`src/rtl/pixel_write_queue_if.sv`:
```
// Pixel write queue bus: pixel strobe input side, framebuffer write side,
// and status. The queue uses the slave modport; its driver uses master.
interface pixel_write_queue_if #(
    parameter int AW = 3
) ();
    logic [23:0] Kbus;
    logic        outEnable;
    logic        fb_valid;
    logic        fb_ready;
    logic [15:0] fb_addr;
    logic [7:0]  fb_data;
    logic [AW:0] count;
    logic        overflow;
    logic        ovf_clr;

    modport slave (
        input  Kbus, outEnable, fb_ready, ovf_clr,
        output fb_valid, fb_addr, fb_data, count, overflow
    );

    modport master (
        output Kbus, outEnable, fb_ready, ovf_clr,
        input  fb_valid, fb_addr, fb_data, count, overflow
    );
endinterface

```
`src/rtl/pixel_write_queue.sv`:
```
// Pixel write queue: captures a pixel on every level change of outEnable
// and presents the queued pixels to the framebuffer with valid/ready.
// Pixels arriving while full (and not draining) are dropped and flagged.
module pixel_write_queue #(
    parameter int DEPTH = 8,
    parameter int AW    = 3
) (
    input  logic                  clk,
    input  logic                  rst_n,
    pixel_write_queue_if.slave    bus
);
    typedef struct packed {
        logic [7:0] x;
        logic [7:0] y;
        logic [7:0] colour;
    } pixel_t;

    localparam logic [AW:0] FULL_COUNT = (AW+1)'(DEPTH);

    pixel_t        mem_q [DEPTH];
    logic [AW-1:0] wr_ptr_q, wr_ptr_d;
    logic [AW-1:0] rd_ptr_q, rd_ptr_d;
    logic [AW:0]   count_q, count_d;
    logic          overflow_q, overflow_d;
    logic          en_q, en_d;

    logic          push_evt;
    logic          full;
    logic          empty;
    logic          pop;
    logic          push_ok;
    logic          drop;
    pixel_t        head;

    // Decode this cycle's push, pop and drop events
    always_comb begin
        push_evt = (bus.outEnable != en_q);
        full     = (count_q == FULL_COUNT);
        empty    = (count_q == '0);
        // An empty queue ignores fb_ready so count can never underflow.
        pop      = !empty && bus.fb_ready;
        // A full queue still takes a pixel when the head leaves on the same edge.
        push_ok  = push_evt && (!full || pop);
        drop     = push_evt && full && !pop;
    end

    // Next-state for pointers, occupancy, overflow flag and strobe history
    always_comb begin
        // NOTE: every signal gets a default first so no path leaves it unassigned (no latch).
        en_d       = bus.outEnable;
        wr_ptr_d   = wr_ptr_q;
        rd_ptr_d   = rd_ptr_q;
        count_d    = count_q;
        overflow_d = overflow_q;

        // Pointers are AW bits wide and DEPTH is 2**AW, so they wrap naturally.
        if (push_ok) wr_ptr_d = wr_ptr_q + AW'(1);
        if (pop)     rd_ptr_d = rd_ptr_q + AW'(1);

        case ({push_ok, pop})
            2'b10:   count_d = count_q + (AW+1)'(1);
            2'b01:   count_d = count_q - (AW+1)'(1);
            default: count_d = count_q;
        endcase

        // A drop wins over a coincident clear so the loss is never hidden.
        if (drop)             overflow_d = 1'b1;
        else if (bus.ovf_clr) overflow_d = 1'b0;
    end

    // Control state registers, cleared asynchronously
    always_ff @(posedge clk or negedge rst_n) begin
        if (!rst_n) begin
            wr_ptr_q   <= '0;
            rd_ptr_q   <= '0;
            count_q    <= '0;
            overflow_q <= 1'b0;
            en_q       <= 1'b0;
        end else begin
            // NOTE: non-blocking assignments so all flops update from pre-edge values.
            wr_ptr_q   <= wr_ptr_d;
            rd_ptr_q   <= rd_ptr_d;
            count_q    <= count_d;
            overflow_q <= overflow_d;
            en_q       <= en_d;
        end
    end

    // Pixel storage, written at the tail on an accepted push
    // NOTE: storage has no reset; entries are only read while count marks them valid.
    always_ff @(posedge clk) begin
        if (push_ok) mem_q[wr_ptr_q] <= pixel_t'(bus.Kbus);
    end

    // Head entry and status straight from registered state; no push bypass
    always_comb begin
        head         = mem_q[rd_ptr_q];
        bus.fb_valid = !empty;
        bus.fb_addr  = {head.y, head.x};
        bus.fb_data  = head.colour;
        bus.count    = count_q;
        bus.overflow = overflow_q;
    end
endmodule

```
`src/flat_wrapper.sv`:
```
// flat-port wrapper written by rule: the top's interface ports become plain ports
module pixel_write_queue_flat 
#(
    parameter int DEPTH = 8,
    parameter int AW    = 3
)
  (clk, rst_n, bus_Kbus, bus_outEnable, bus_fb_ready, bus_ovf_clr, bus_fb_valid, bus_fb_addr, bus_fb_data, bus_count, bus_overflow);
  pixel_write_queue_if #(.AW(AW)) bus_i ();
  input  logic clk;
  input  logic rst_n;
  input wire logic [$bits(bus_i.Kbus)-1:0] bus_Kbus;
  input wire logic [$bits(bus_i.outEnable)-1:0] bus_outEnable;
  input wire logic [$bits(bus_i.fb_ready)-1:0] bus_fb_ready;
  input wire logic [$bits(bus_i.ovf_clr)-1:0] bus_ovf_clr;
  output wire logic [$bits(bus_i.fb_valid)-1:0] bus_fb_valid;
  output wire logic [$bits(bus_i.fb_addr)-1:0] bus_fb_addr;
  output wire logic [$bits(bus_i.fb_data)-1:0] bus_fb_data;
  output wire logic [$bits(bus_i.count)-1:0] bus_count;
  output wire logic [$bits(bus_i.overflow)-1:0] bus_overflow;
  assign bus_i.Kbus = bus_Kbus;
  assign bus_i.outEnable = bus_outEnable;
  assign bus_i.fb_ready = bus_fb_ready;
  assign bus_i.ovf_clr = bus_ovf_clr;
  assign bus_fb_valid = bus_i.fb_valid;
  assign bus_fb_addr = bus_i.fb_addr;
  assign bus_fb_data = bus_i.fb_data;
  assign bus_count = bus_i.count;
  assign bus_overflow = bus_i.overflow;
  pixel_write_queue #(.DEPTH(DEPTH), .AW(AW)) u_core (.clk(clk), .rst_n(rst_n), .bus(bus_i));
endmodule
```
`config.mk`:
```
export PLATFORM = sky130hd
export DESIGN_NAME = pixel_write_queue_flat
export DESIGN_NICKNAME = d
export VERILOG_FILES = /design/src/rtl/pixel_write_queue_if.sv /design/src/rtl/pixel_write_queue.sv /design/src/flat_wrapper.sv
export SDC_FILE = /design/constraint.sdc
export NUM_CORES = 1
export LEC_CHECK = 0
export ABC_AREA = 1
export BUFFER_PORTS_ARGS = -buffer_cell sky130_fd_sc_hd__buf_2
export CORE_MARGIN = 3
export CORE_UTILIZATION = 52
export CTS_BUF_LIST = sky130_fd_sc_hd__clkbuf_4
export DETAILED_ROUTE_END_ITERATION = 8
export PLACE_DENSITY = 0.73
export SLEW_MARGIN = 20
export SYNTH_ARGS = -nofsm -noshare
export SYNTH_HDL_FRONTEND = slang
export SYNTH_SLANG_ARGS = --single-unit
```
`constraint.sdc`:
```
create_clock -name clk -period 2.55 [get_ports clk]
set_clock_uncertainty 0.1 [all_clocks]
set_input_delay 0.765 -clock clk [delete_from_list [all_inputs] [get_ports clk]]
set_output_delay 0.765 -clock clk [all_outputs]
set_load 0.05 [all_outputs]
```
After elaboration in Yosys (flattened, before gate mapping):

Memories as Yosys holds them, arrays and structs flattened.
Index checks and enable logic that the tools add are counted.

* bits in writable memories: 192
* input port bits: 29
* output and inout bits: 30
* memories kept: 1
* register bits after elaboration: 12

* mux-type cells: 5
* eq/ne operators: 4
* add/sub/neg operators: 4
* reductions and logical operators: 11

Memories
* u_core.mem_q: depth 8, bits a word 24, read ports 1, clocked after Yosys merged registers in 0, wr ports 1, RTL line pixel_write_queue.sv:20 `pixel_t mem_q [DEPTH];`

Operators by type and width (number)
* $pmux 4 s2: 1
* $add 3x1->3 const B: 2
* $add 4x1->4 const B: 1
* $eq 4x4->1 const B: 1
* $logic_and 1x1->1: 4
* $logic_not 4->1: 1
* $mux 1: 4
* $reduce_bool 2->1: 2
* $sub 4x1->4 const B: 1
* $logic_not 1->1: 3
* $eq 2x1->1 const B: 1
* $eq 2x2->1 const B: 1
* $logic_or 1x1->1: 1
* $ne 1x1->1: 1

Depth between registers and ports, before layout:

* depth after elaboration: 7
* mapped depth: 13
* gate-level depth less buffers: 13

Worst setup path after synthesis:

Ideal clock, no wire load.

* kind: register to register
* start point: register u_core.count_q[1], in the netlist u_core.bus.count[1]
* end point: memory u_core.mem_q[0][0] (netlist name), enable pin
* buffers on the path: 0
* data required time: 2.045 ns
* arrival time: 2.349 ns
* path slack: -0.304 ns
* stages on the path, launching flop included: 6
* library setup time: 0.405 ns
* path through: dfrtp_1 > inv_1 > nand3_1 > o21ai_4 > or2_4 > nor2_1

* word-level cells in the longest chain between the ends: 7
* elaborated cells on any way between the ends: 9
* classes of those cells: eq/ne (1); mux (2); reduce/logical (6)

RTL lines
* start, declared: RTL line pixel_write_queue.sv:23 `logic [AW:0] count_q, count_d;`
* start signal, assigned: RTL line pixel_write_queue.sv:83 `count_q <= count_d;`
* $logic_not 4->1: RTL line pixel_write_queue.sv:39 `empty = (count_q == '0);`
* $logic_not 1->1: RTL line pixel_write_queue.sv:41 `pop = !empty && bus.fb_ready;`
* $logic_and 1x1->1: RTL line pixel_write_queue.sv:41
* $logic_or 1x1->1 *: RTL line pixel_write_queue.sv:43 `push_ok = push_evt && (!full || pop);`
* $logic_and 1x1->1 *: RTL line pixel_write_queue.sv:43
* $mux 1 *: RTL line pixel_write_queue.sv:92 `if (push_ok) mem_q[wr_ptr_q] <= pixel_t'(bus.Kbus);`
* $mux 1 (not written as such) *: RTL line pixel_write_queue.sv:92
* end, declared: RTL line pixel_write_queue.sv:20

Every way passes the cells marked *; elsewhere a longest branch is shown, timed or not.

Worst setup path in the final report:

* start point: register u_core.rd_ptr_q[0]
* end point: output port bus_fb_addr[2]

* word-level cells in the longest chain between the ends: 1

RTL lines
* start, declared: RTL line pixel_write_queue.sv:22 `logic [AW-1:0] rd_ptr_q, rd_ptr_d;`
* start signal, assigned: RTL line pixel_write_queue.sv:82 `rd_ptr_q <= rd_ptr_d;`
* $mem_v2 8x24
* end, declared: RTL line flat_wrapper.sv:16 `output wire logic [$bits(bus_i.fb_addr)-1:0] bus_fb_addr;`

Every way passes these cells.

==> impl_metrics.ini <==
[status]
outcome = finished, violations left
violations = setup timing

[worst_setup_path]
cp-end-kind = output port
critPathRequiredTime_ns = 1.69
cp_max_fo = 24
slowest_stage = dfrtp_2
slowest_delay_ns = 0.41
r2r_setup_slack_ns = 0.46
critical_path.top_delay_family = buffers and inverters
critPathKind = reg2out
arrival_ns = 2.07
start_kind = flop
worstPathBufferInverterCount = 4
path_cells = buf_12 -> inv_12 -> buf_16 -> nor2_1 -> o21ai_1 -> nand2_1 -> nand2_2 -> buf_8

[drt]
drtAntennaViolNets = 0
drt_pass1_iterations = 5
avgViaCountPerCell = 5.44
wl_um = 18800
vias = 5662
wire_per_inst_um = 18.1
drcViolationCount = 0
drt_iter0_drc = 449

[floorplanning]
initial_utilization = 0.539
fp.dieW_um = 132
rows = 45
ios = 59
core_area_um2 = 15400
die_h_um = 132
die_area_um2 = 17500

[timing]
hold_viol = 0
finalSetupViolations = 24
period_minus_slack_ns = 2.94
timing.final.ws_setup_ns = -0.390
fmax_mhz = 340
relSlewSlack = 0.735
final_max_slew_viol_count = 0
fin_crit_sh = 1.15
rsz0062_at_grt = true
fin_setup_tns_ns = -8.00
tightest_slew_ns = 0.398

[min_path]
holdCritPathClass = in2reg

[finish]
layout.cells.non_filler = 1040
drive_gt1_frac = 0.271
num_antenna_cells = 0
num-nets-final = 830
syn_to_final_growth_pct = 23.4

[logic_synthesis]
synth_common_cells = edfxtp_1 (192), nor2_1 (156), nand2_1 (97), o21ai_1 (84), o21ai_0 (66)
synth_edf_count = 192
synth_top_family_by_area = simple AND/OR/NAND/NOR gates
syn_inst = 681
synth_top_area_cell = edfxtp_1
synthMuxAreaShare = 0
synth_seq_cells = 204
yosysWarningCount = 0
synthXorXnorAreaFrac = 0.00830
synth_async_sr_flop_share = 0.0588
synth.avg_cell_area_um2 = 12.2
synth.area.top_cells = edfxtp_1 (70%), nor2_1 (7.1%), o21ai_1 (5.1%), nand2_1 (4.4%), o21ai_0 (4.0%)
yosys.area.top_type_share = 0.696
synth_cell_types = 27
synth_nets = 715
yosysSeqAreaShare = 0.732
synth_compound_area_frac = 0.0931
yosys.area_share.simple = 0.120
synthAdderAreaFrac = 0.00755
netlist_area_um2 = 8290
yosysMostFrequentCell = edfxtp_1
synth_ff_type = edfxtp_1

[global_routing]
gr-usage-all-layers = 0.213
grt_pass1_wl_um = 29300
grt_remaining_overflow = 0
antenna_found_initial = 0
grt_pass1_vias = 5774
grt_max_degree = 48

[power]
p_total_mw = 13.9
power_density_nw_per_um2 = 1360
ir_drop_mv = 1.15
total_leakage_power_nw = 3.79

[place]
port_buffers = 58
hpwl_um = 9770
gp_congestion = 0.784
dpl.cell_count = 941

[clock_tree]
cts_buffers = 51
cts.htree.levels = 2
cts_tree = done
root_buffer = clkbuf_4
worstSkewPairLatency_ns = 0.63
cts.sinks = 204
clk_pin_slew_ns = 0.06
clockBufferDepth = 3

[flow_run]
max_cap_viol_count = 0
-- metrics by stage --
stage                     hold slack [ns]  utilization  setup WS, ns  instance area (um^2)
after detailed placement            0.419        0.586        0.0419                  9010
after global placement              0.406        0.586         0.113                  9010
after floorplan                     0.369            -        -0.298                  8310
final                               0.187        0.665        -0.390                 10200
after global routing                0.136        0.665        -0.527                 10200
after CTS                           0.136        0.656        -0.426                 10100
-- per-layer routing --
metal | wire, um | global-route usage
met5 | 0 | 0
met4 | 316 | 0.0687
met3 | 1580 | 0.0588
met2 | 9420 | 0.355
met1 | 7460 | 0.275
-- cells by family after synthesis --
logic type / count (synthesis)
AND/OR/NAND/NOR: 260
flip-flops: 204
XOR/XNOR: 7
adder cells (fa/ha/maj): 5
buffers and inverters: 53
AO/OA/AOI/OAI: 152
-- worst reg2reg max path: stages (launching register included) --
cell and delay [ns]:
dfrtp_2 0.43, inv_1 0.10, nand3_1 0.15, o21ai_4 0.18
ha_1 0.22, inv_1 0.07, nand2_1 0.06, nand2_1 0.08
ha_1 0.19, a21oi_1 0.14, xor2_1 0.17, o21ai_0 0.09
-- worst paths after layout --
kind,start,endpoint,depth (start not counted)
min reg2reg,u_core.bus.overflow,u_core.bus.overflow,2
max reg2reg,u_core.bus.count[2],u_core.bus.count[2],11
min in group asynchronous,rst_n,u_core.bus.count[3],2
max,u_core.rd_ptr_q[0],bus_fb_addr[2],8
max in group asynchronous,rst_n,u_core.rd_ptr_q[0],2
min,bus_outEnable,u_core.en_q,1
-- state kept, by name, summed over array words and instances, names as in the netlist --
register	count
u_core.bus.overflow	1
u_core.en_q	1
u_core.rd_ptr_q	3
u_core.wr_ptr_q	3
u_core.mem_q	192
u_core.bus.count	4
-- final cells by class --
| type | instances | area (um^2) |
|---|---|---|
| clock buffer | 78 | 586 |
| timing repair buffer | 98 | 1150 |
| multi-input combinational | 424 | 2020 |
| clock inverter | 8 | 57.6 |
| sequential | 204 | 6070 |
| timing repair inverter | 1 | 6.26 |
| inverter | 16 | 72.6 |
| fill | 1111 | 5150 |
| tap | 211 | 264 |
-- power breakdown --
part	switching (mW)	leakage, nW	internal, mW
Combinational	4.29	1.52	2.48
Sequential	0.199	1.88	4.21
Clock	1.22	0.389	1.48
Total	5.71	3.79	8.16
-- what timing repair did --
action / in CTS / in global routing
pin swaps: 12 / 10
hold buffers: 1 / 0
hold endpoints to repair: 12 / 0
setup buffers: 4 / 0
cloned: 6 / 2
resized for setup: 87 / 27
setup endpoints to repair: 24 / 24
-- layout by cell type (no fill, tap or decap), drive strengths merged --
cell type    Yosys  routed
nand3            4       4
inv             16      18
o21ai          151     151
ha               5       5
or2              2       2
xnor2            2       2
buf             26      95
dfrtp           12      12
nand2           97      97
xor2             5       5
edfxtp         192     192
nand4            1       1
dlygate4sd3      0       1
clkinv           0       6
clkbuf          11      80
a21oi            1       1
bufinv           0       1
nor2           156     156
Note: power is estimated with default switching activity, not from simulation.
